===== src/rtl/fifo_wptr_full.sv =====
// Write-side pointer, full/almost-full flags, occupancy count and sticky overflow
// for an async FIFO; includes the 2-flop synchroniser for the incoming read pointer.
module fifo_wptr_full #(
  parameter int unsigned ADDR_SIZE    = 4,
  parameter int unsigned AFULL_THRESH = 14
) (
  input  logic                 wr_clk,
  input  logic                 rst,
  input  logic                 wr_en,
  input  logic [ADDR_SIZE:0]   rd_ptr_gray,
  input  logic                 overflow_clr,
  output logic [ADDR_SIZE-1:0] wr_addr,
  output logic [ADDR_SIZE:0]   wr_ptr_gray,
  output logic                 full,
  output logic                 almost_full,
  output logic [ADDR_SIZE:0]   wr_data_count,
  output logic                 wr_ack,
  output logic                 overflow
);

  localparam int unsigned PW = ADDR_SIZE + 1;
  localparam logic [ADDR_SIZE:0] AFULL_T = PW'(AFULL_THRESH);

  logic [ADDR_SIZE:0] wbin;
  logic [ADDR_SIZE:0] wbin_next;
  logic [ADDR_SIZE:0] gray_next;
  logic [ADDR_SIZE:0] rq1;
  logic [ADDR_SIZE:0] rq2;
  logic [ADDR_SIZE:0] rbin;
  logic [ADDR_SIZE:0] full_gray;
  logic [ADDR_SIZE:0] count_next;
  logic               push;

  assign push      = wr_en & ~full;
  assign wbin_next = wbin + PW'(push);
  assign gray_next = wbin_next ^ (wbin_next >> 1);
  assign wr_addr   = wbin[ADDR_SIZE-1:0];

  // Full when the write pointer is one lap ahead: top two Gray bits inverted.
  assign full_gray = {~rq2[ADDR_SIZE:ADDR_SIZE-1], rq2[ADDR_SIZE-2:0]};

  always_comb begin
    rbin = '0;
    for (int unsigned i = 0; i < PW; i++) begin
      rbin[i] = ^(rq2 >> i);
    end
  end

  assign count_next = wbin_next - rbin;

  always_ff @(posedge wr_clk or posedge rst) begin
    if (rst) begin
      wbin          <= '0;
      wr_ptr_gray   <= '0;
      rq1           <= '0;
      rq2           <= '0;
      full          <= 1'b0;
      almost_full   <= 1'b0;
      wr_data_count <= '0;
      wr_ack        <= 1'b0;
      overflow      <= 1'b0;
    end else begin
      wbin          <= wbin_next;
      wr_ptr_gray   <= gray_next;
      rq1           <= rd_ptr_gray;
      rq2           <= rq1;
      full          <= (gray_next == full_gray);
      almost_full   <= (count_next >= AFULL_T);
      wr_data_count <= count_next;
      wr_ack        <= push;
      overflow      <= (overflow & ~overflow_clr) | (wr_en & full);
    end
  end

endmodule


===== config.mk =====
export PLATFORM = sky130hd
export DESIGN_NAME = fifo_wptr_full
export DESIGN_NICKNAME = d
export VERILOG_FILES = /design/src/rtl/fifo_wptr_full.sv
export SDC_FILE = /design/constraint.sdc
export NUM_CORES = 1
export LEC_CHECK = 0
export ABC_AREA = 1
export CORE_MARGIN = 5
export CORE_UTILIZATION = 35
export DETAILED_ROUTE_END_ITERATION = 8
export GPL_TIMING_DRIVEN = 0
export MAX_ROUTING_LAYER = met4
export PLACE_DENSITY_LB_ADDON = 0.08
export SETUP_SLACK_MARGIN = 0.5
export SYNTH_ARGS = -nofsm -noshare
export SYNTH_HDL_FRONTEND = slang
export SYNTH_SLANG_ARGS = --single-unit

===== constraint.sdc =====
create_clock -name wr_clk -period 5.74 [get_ports wr_clk]
set_input_delay 1.148 -clock wr_clk [delete_from_list [all_inputs] [get_ports wr_clk]]
set_output_delay 1.148 -clock wr_clk [all_outputs]
set_load 0.03 [all_outputs]

Yosys cells after proc, flatten, opt, wreduce, memory -nomap -nowiden
Index checks and enable logic that the tools add are counted.
{"block": "totals", "register_bits": 29, "inputBits": 9, "wordCells": 26}
{"block": "op_classes", "n_addsub": 2, "order_cmp": 1, "eq_ne": 1, "bitwise_logic": 8, "n_reduce_logical": 5}
{"operator": "$reduce_xor A5 Y1", "count": 5}
{"operator": "$add A5 B1 Y5", "count": 1}
{"operator": "$eq A5 B5 Y1", "count": 1}
{"operator": "$ge A5 B4 Y1 const B", "count": 1}
{"operator": "$sub A5 B5 Y5", "count": 1}
{"operator": "$xor A5 B4 Y5", "count": 1}
{"operator": "$and A1 B1 Y1", "count": 3}
{"operator": "$not A1 Y1", "count": 2}
{"operator": "$not A2 Y2", "count": 1}
{"operator": "$or A1 B1 Y1", "count": 1}

Depth between registers and ports, before layout
Gate-level depths: netlist (run 1).
{"block": "logic_depth", "word_depth": 5, "mapped_depth": 17, "mapped_depth_nobuf": 17}

Worst setup path before layout (run 1)
OpenSTA, ideal clock, no wires.
{"block": "synth_timing", "path_kind": "in2reg", "start": "input wr_en", "end": "register almost_full", "setup_time_ps": 118, "t_arrival_ps": 2800, "slack_ps": 2823, "path_stages": 12, "n_path_buf": 0, "cell_sequence": "inv_1 > nor2_1 > ha_1 > ha_1 > inv_1 > fa_1 > nor2_1 > nor2_1 > nand2_1 > nand3_1 > nand2_1 > nand2_1"}
{"block": "synth_between", "elab_chain_cells": 4}
{"element": "from (decl)", "line_no": "9", "rtl": "input logic wr_en,"}
{"element": "$and A1 B1 Y1", "line_no": "34", "rtl": "assign push = wr_en & ~full;"}
{"element": "named net push", "line_no": "32", "rtl": "logic push;"}
{"element": "$add A5 B1 Y5", "line_no": "35", "rtl": "assign wbin_next = wbin + PW'(push);"}
{"element": "named net wbin_next[1]", "line_no": "25", "rtl": "logic [ADDR_SIZE:0] wbin_next;"}
{"element": "$sub A5 B5 Y5", "line_no": "49", "rtl": "assign count_next = wbin_next - rbin;"}
{"element": "$ge A5 B4 Y1", "line_no": "68", "rtl": "almost_full <= (count_next >= AFULL_T);"}
{"element": "to (signal assigned)", "line_no": "68"}
{"element": "to (decl)", "line_no": "15", "rtl": "output logic almost_full,"}
The timed path passes the listed nets, and every way through them passes these cells.

Final worst setup path (run 1)
Same ends and word-level chain as after synthesis.

==> results of run 1 <==
placed cells by master, fill, tap and decap left out:
master,instances
and2_1,1
clkbuf_4,3
clkdlybuf4s50_1,26
dfrtp_1,28
fa_1,1
ha_1,5
inv_1,27
nand2_1,40
nand2_2,4
nand3_1,17
nand3b_1,1
nand4_1,3
nor2_1,7
nor3_1,1
o21ai_0,2
xor2_1,3
xor2_2,1
routing by layer:
metal / GRT usage (%) / vias up / share of wire, % / wire, µm
met3: 2.58 / 2 / 6.0 / 132
met4: 3.19 / 0 / 0.92 / 20
met2: 16.4 / 22 / 46 / 1010
met1: 12.1 / 432 / 47 / 1020
li1: - / 488 / - / -
met5: - / - / 0 / 0
stage by stage:
| stage | setup WS, ps | instance area, µm² | total power [mW] | utilization [%] |
|---|---|---|---|---|
| after floorplan | 2820 | 1260 | 0.689 | - |
| after global placement | 2140 | 1580 | 0.871 | 46.2 |
| after detailed placement | 2080 | 1580 | 0.877 | 46.2 |
| after CTS | 2420 | 1600 | 0.962 | 46.9 |
| after global routing | 2170 | 1600 | 1.04 | 46.9 |
| final | 2440 | 1600 | 0.943 | 46.9 |
power breakdown:
group	total [mW]	internal, mW	switching (mW)	leakage [nW]
clock network	0.0764	0.0245	0.0518	0.0138
logic	0.570	0.219	0.351	0.481
registers	0.297	0.262	0.0345	0.332
state kept, by name (all words and copies together), names as in the netlist:
name,cells
wr_data_count,5
wbin,5
wr_ptr_gray,4
almost_full,1
wr_ack,1
rq2,5
rq1,5
overflow,1
full,1
final cells by class:
type                    instances  share of cell area (%)
repair buffers                 26                    16.2
multi-input cells              86                    28.7
inverters                      27                    6.33
flip-flops and latches         28                    43.7
well taps                      46                    3.59
clock buffers                   3                    1.41
kinds of logic after synthesis:
kind of cell / after synthesis / share of synthesized area (%)
simple gates: 74 / 25.7
flops: 28 / 55.6
buf+inv: 27 / 8.04
fa+ha+maj: 6 / 6.55
xor+xnor: 4 / 3.37
compound gates: 2 / 0.794
worst register-to-register path: stages (launching register included):
cell and delay [ps]:
dfrtp_1 420, nor2_1 160, ha_1 250, ha_1 250
nand2_1 120, nand2_2 130, inv_1 90, ha_1 320
inv_1 40, nor2_1 160, nor2_1 60, nand2_1 80
nand3_1 60, nand2_1 90, nand2_1 50
how the worst max path moves through the flow:
stage          start     endpoint  slack, ps  depth (start not counted)
3_5_place_dp   wr_en  almost_full       2080                         16
5_1_grt        wr_en  almost_full       2170                         16
3_3_place_gp   wr_en  almost_full       2140                         16
6_report       wr_en  almost_full       2440                         16
2_1_floorplan  wr_en  almost_full       2820                         12
4_1_cts        wr_en  almost_full       2420                         16
==> results.json, run 1 <==
{
  "core_um2": 3420,
  "hold_path_end": "rq2[2]",
  "post-cts-setup-buffers": 0,
  "power.density_nw_per_um2": 589,
  "cts_max_level": 1,
  "cp_data_arrival_time_ps": 3520,
  "startpoint_type": "input port",
  "ys_top_cells_by_count": "nand2_1, dfrtp_1, inv_1, nand3_1, nor2_1",
  "reg2reg_slack_ps": 3360,
  "synth_flop_cell": "dfrtp_1",
  "grt_first_pass_wirelength_um": 3950,
  "r2r_end": "almost_full",
  "gp_congestion": 0.783,
  "min_path_cells": 0,
  "drt_wl_total_um": 2180,
  "crit_chain": "clkdlybuf4s50_1, inv_1, nor2_1, ha_1, ha_1, nand2_1, nand2_2, inv_1, ha_1, inv_1, nor2_1, nor2_1, nand2_1, nand3_1, nand2_1, nand2_1",
  "worstPathMaxFanout": 5,
  "synth_area_um2": 1260,
  "cts_buffers": 3,
  "synth_cell_types": 15,
  "post-dp-hpwl_um": 1730,
  "drtAntennaViolNets": 0,
  "min_period_ps": 3300,
  "timing.final.crit_share_pct": 57.5,
  "cts_tree": "yes",
  "firstDrtPassIters": 4,
  "die_height_um": 70.0,
  "path_buf_inv": 4,
  "path_clk_slew_ps": 130,
  "wl_per_cell_um": 10.1,
  "synth_area_leader_cell": "dfrtp_1",
  "synth_edf_count": 0,
  "syn_inst": 141,
  "yosys_warnings": 0,
  "overflow": 0,
  "slew_headroom_pct": 33.7,
  "min_from": "rq1[2]",
  "yosysMostFrequentCell": "nand2_1",
  "finalSetupTns_ps": 0,
  "vdd_drop_max_mv": 0.304,
  "area_growth_pct": 27.0,
  "num_rows": 21,
  "crit_family": "simple AND/OR/NAND/NOR gates",
  "antenna_found_initial": 0,
  "outcome": "finished, final reports clean",
  "grt_pass1_vias": 926,
  "cts_sinks": 28,
  "initial_utilization_pct": 36.9,
  "insertion_delay_ps": 310,
  "diodes": 0,
  "top_level_ports": 27,
  "final_nets": 187,
  "drcViolationCount": 0,
  "dieWidth_um": 70.0,
  "endpoint_kind": "flip-flop",
  "async_flop_share_pct": 100,
  "via_per_inst": 4.37,
  "portBuffers": 26,
  "cpMostUsedCell": "nand2_1",
  "cts_root_buf": "clkbuf_4",
  "placed_cells": 213,
  "max_slew.worst_pin.slew_ps": 994,
  "holdWs_ps": 364,
  "track_usage_pct": 9.99,
  "drt_iter0_drc": 42,
  "fin_worst_skew_ps": 5.80,
  "yosysTopAreaCellShare_pct": 55.6,
  "fin_cells": 216,
  "die_area_um2": 4900,
  "yosys_register_bits": 28,
  "slowest_delay_ps": 480,
  "slew_viol_final": 0,
  "rr_worst_depth": 14,
  "fillers": 344,
  "max_freq_mhz": 303,
  "finalHoldViolations": 0,
  "crit_slowest_cell": "clkdlybuf4s50_1",
  "grt_max_degree": 29,
  "cts_resized": 0,
  "cts_buffer_depth": 2,
  "hp-class": "flip-flop to flip-flop",
  "syn_avg_cell_area_um2": 8.94,
  "synth_area_leaders": "dfrtp_1, nand2_1, inv_1",
  "finalSetupViolations": 0,
  "drive_gt1_share_pct": 4.71,
  "multiInputGateArea_um2": 459,
  "maxCapViolCount": 0,
  "r2r-start": "full",
  "cts_hold_buf": 0,
  "synth_nets": 156,
  "cp.required_ps": 5960,
  "ys_seq_area_share_pct": 55.6,
  "register_area_um2": 701,
  "rsz0062_at_grt": "false",
  "crit_type": "input port to flip-flop",
  "leakage_nw": 0.827,
  "via_count": 944
}
No activity file was read; power rests on OpenSTA's default activity.
==> run 2: changes to the inputs <==
==> constraint.sdc (replaced) <==
create_clock -name wr_clk -period 3.4 [get_ports wr_clk]
set_input_delay 0.68 -clock wr_clk [delete_from_list [all_inputs] [get_ports wr_clk]]
set_output_delay 0.68 -clock wr_clk [all_outputs]
set_load 0.03 [all_outputs]
==> run 2 against run 1 <==
  * Cell count is 0.93% higher
  * Critical path depth is 1 higher
  * Register-to-register slack worse by 2300 ps
  * Die area stayed put
  * Largest cell class unchanged
==> results.json, run 2 (synthesis gave the netlist of run 1 again) <==
{
  "cts_buffer_depth": 2,
  "cts_buffers": 3,
  "via_count": 969,
  "drt_wl_total_um": 2240,
  "crit_type": "input port to flip-flop",
  "cts_sinks": 28,
  "drtAntennaViolNets": 0,
  "post-dp-hpwl_um": 1730,
  "top_level_ports": 27,
  "maxCapViolCount": 0,
  "grt_max_degree": 29,
  "cts_root_buf": "clkbuf_4",
  "timing.final.crit_share_pct": 79.1,
  "via_per_inst": 4.44,
  "overflow": 0,
  "num_rows": 21,
  "initial_utilization_pct": 36.9,
  "grt_pass1_vias": 926,
  "slew_viol_final": 0,
  "diodes": 0,
  "post-place-ws_ps": 207,
  "endpoint_kind": "flip-flop",
  "swShare_pct": 46.2,
  "outcome": "finished, final reports clean",
  "cts_hold_buf": 0,
  "drt_iter0_drc": 37,
  "firstDrtPassIters": 4,
  "track_usage_pct": 9.99,
  "layout_common_cells": "nand2_1, dfrtp_1, inv_1, clkdlybuf4s50_1, nand3_1",
  "cp.required_ps": 3620,
  "worstPathMaxFanout": 5,
  "path_clk_slew_ps": 130,
  "leakage_nw": 0.833,
  "startpoint_type": "input port",
  "hp-class": "flip-flop to flip-flop",
  "cts_tree": "yes",
  "wl_per_cell_um": 10.3,
  "power.density_nw_per_um2": 999,
  "gp_congestion": 0.783,
  "max_freq_mhz": 372,
  "die_area_um2": 4900,
  "core_um2": 3420,
  "drcViolationCount": 0,
  "final_nets": 189,
  "insertion_delay_ps": 320,
  "cp_data_arrival_time_ps": 2910,
  "dieWidth_um": 70.0,
  "area_growth_pct": 28.8,
  "min_period_ps": 2690,
  "p_total_mw": 1.62,
  "setup_ws_ps": 709,
  "slew_headroom_pct": 33.1,
  "internal_power_mw": 0.873,
  "cts_max_level": 1,
  "grt_first_pass_wirelength_um": 3950,
  "pwr-share-seq_pct": 30.9,
  "fillers": 345,
  "max_slew.worst_pin.slew_ps": 1000,
  "rsz0062_at_grt": "false",
  "placed_cells": 213,
  "rr_worst_depth": 14,
  "antenna_found_initial": 0,
  "fin_worst_skew_ps": 9.60,
  "finalSetupViolations": 0,
  "vdd_drop_max_mv": 0.513,
  "min_path_cells": 0,
  "final_common_cell": "nand2_1",
  "finalHoldViolations": 0,
  "finalSetupTns_ps": 0,
  "drive_gt1_share_pct": 8.14,
  "die_height_um": 70.0,
  "p_sw_mw": 0.749,
  "fin_cells": 218,
  "p_clk_share_pct": 8.0,
  "p_comb_share_pct": 61.1,
  "portBuffers": 26
}
==> run 2: worst paths after layout <==
check / from / to / slack [ps]
setup / recovery: wr_en / almost_full / 710
hold / removal: rq1[2] / rq2[2] / 360
setup reg to reg: rq2[4] / almost_full / 1070
hold reg to reg: rq1[2] / rq2[2] / 360
max in group asynchronous: rst / wbin[2] / 1910
min in group asynchronous: rst / rq1[0] / 880
==> run 2: power groups by stage <==
stage,Clock [mW],Combinational [mW],Sequential (mW)
after global routing,0.152,1.11,0.518
final,0.130,0.990,0.502
after floorplan,0,0.463,0.701
after CTS,0.140,0.981,0.503
after detailed placement,0,0.972,0.509
after global placement,0,0.964,0.506
==> run 2: area by class of cell <==
| class | count | area [µm²] | area share (%) |
|---|---|---|---|
| Clock buffer | 3 | 22.5 | 1.39 |
| Inverter | 27 | 101 | 6.24 |
| Multi-Input combinational cell | 86 | 467 | 28.7 |
| Sequential cell | 28 | 701 | 43.1 |
| Tap cell | 46 | 57.6 | 3.54 |
| Timing Repair Buffer | 28 | 275 | 16.9 |
==> run 2: per-layer routing <==
metal,vias up,global-route usage (%),part of all wire (%)
met4,0,3.19,0.89
met2,26,16.4,47
li1,492,-,-
met3,2,2.58,6.3
met5,-,-,0
met1,449,12.1,46
==> run 2: metrics by stage <==
| step | cell area [µm²] | utilization (%) | hold slack, ps |
|---|---|---|---|
| 2_1_floorplan | 1260 | - | 331 |
| 3_3_place_gp | 1580 | 46.2 | 331 |
| 3_5_place_dp | 1580 | 46.2 | 335 |
| 4_1_cts | 1600 | 46.9 | 368 |
| 5_1_grt | 1620 | 47.5 | 380 |
| 6_report | 1620 | 47.5 | 364 |
==> run 2: worst max-delay path: stages <==
cell             delay (ps)
clkdlybuf4s50_1         480
inv_1                    40
nor2_1                  130
ha_2                    220
ha_2                    220
nand2_1                 100
nand2_2                 130
inv_2                    70
ha_1                    320
inv_1                    80
nor2_2                   50
nor2_1                   90
nand2_1                  70
nand2_1                  60
nand2_1                  50
nand2_1                  70
nand2_1                  50
==> run 2: what timing repair did <==
item                       4_1_cts  5_1_grt
gates resized for setup          0        4
setup buffers                    0        2
setup endpoints to repair        0        2
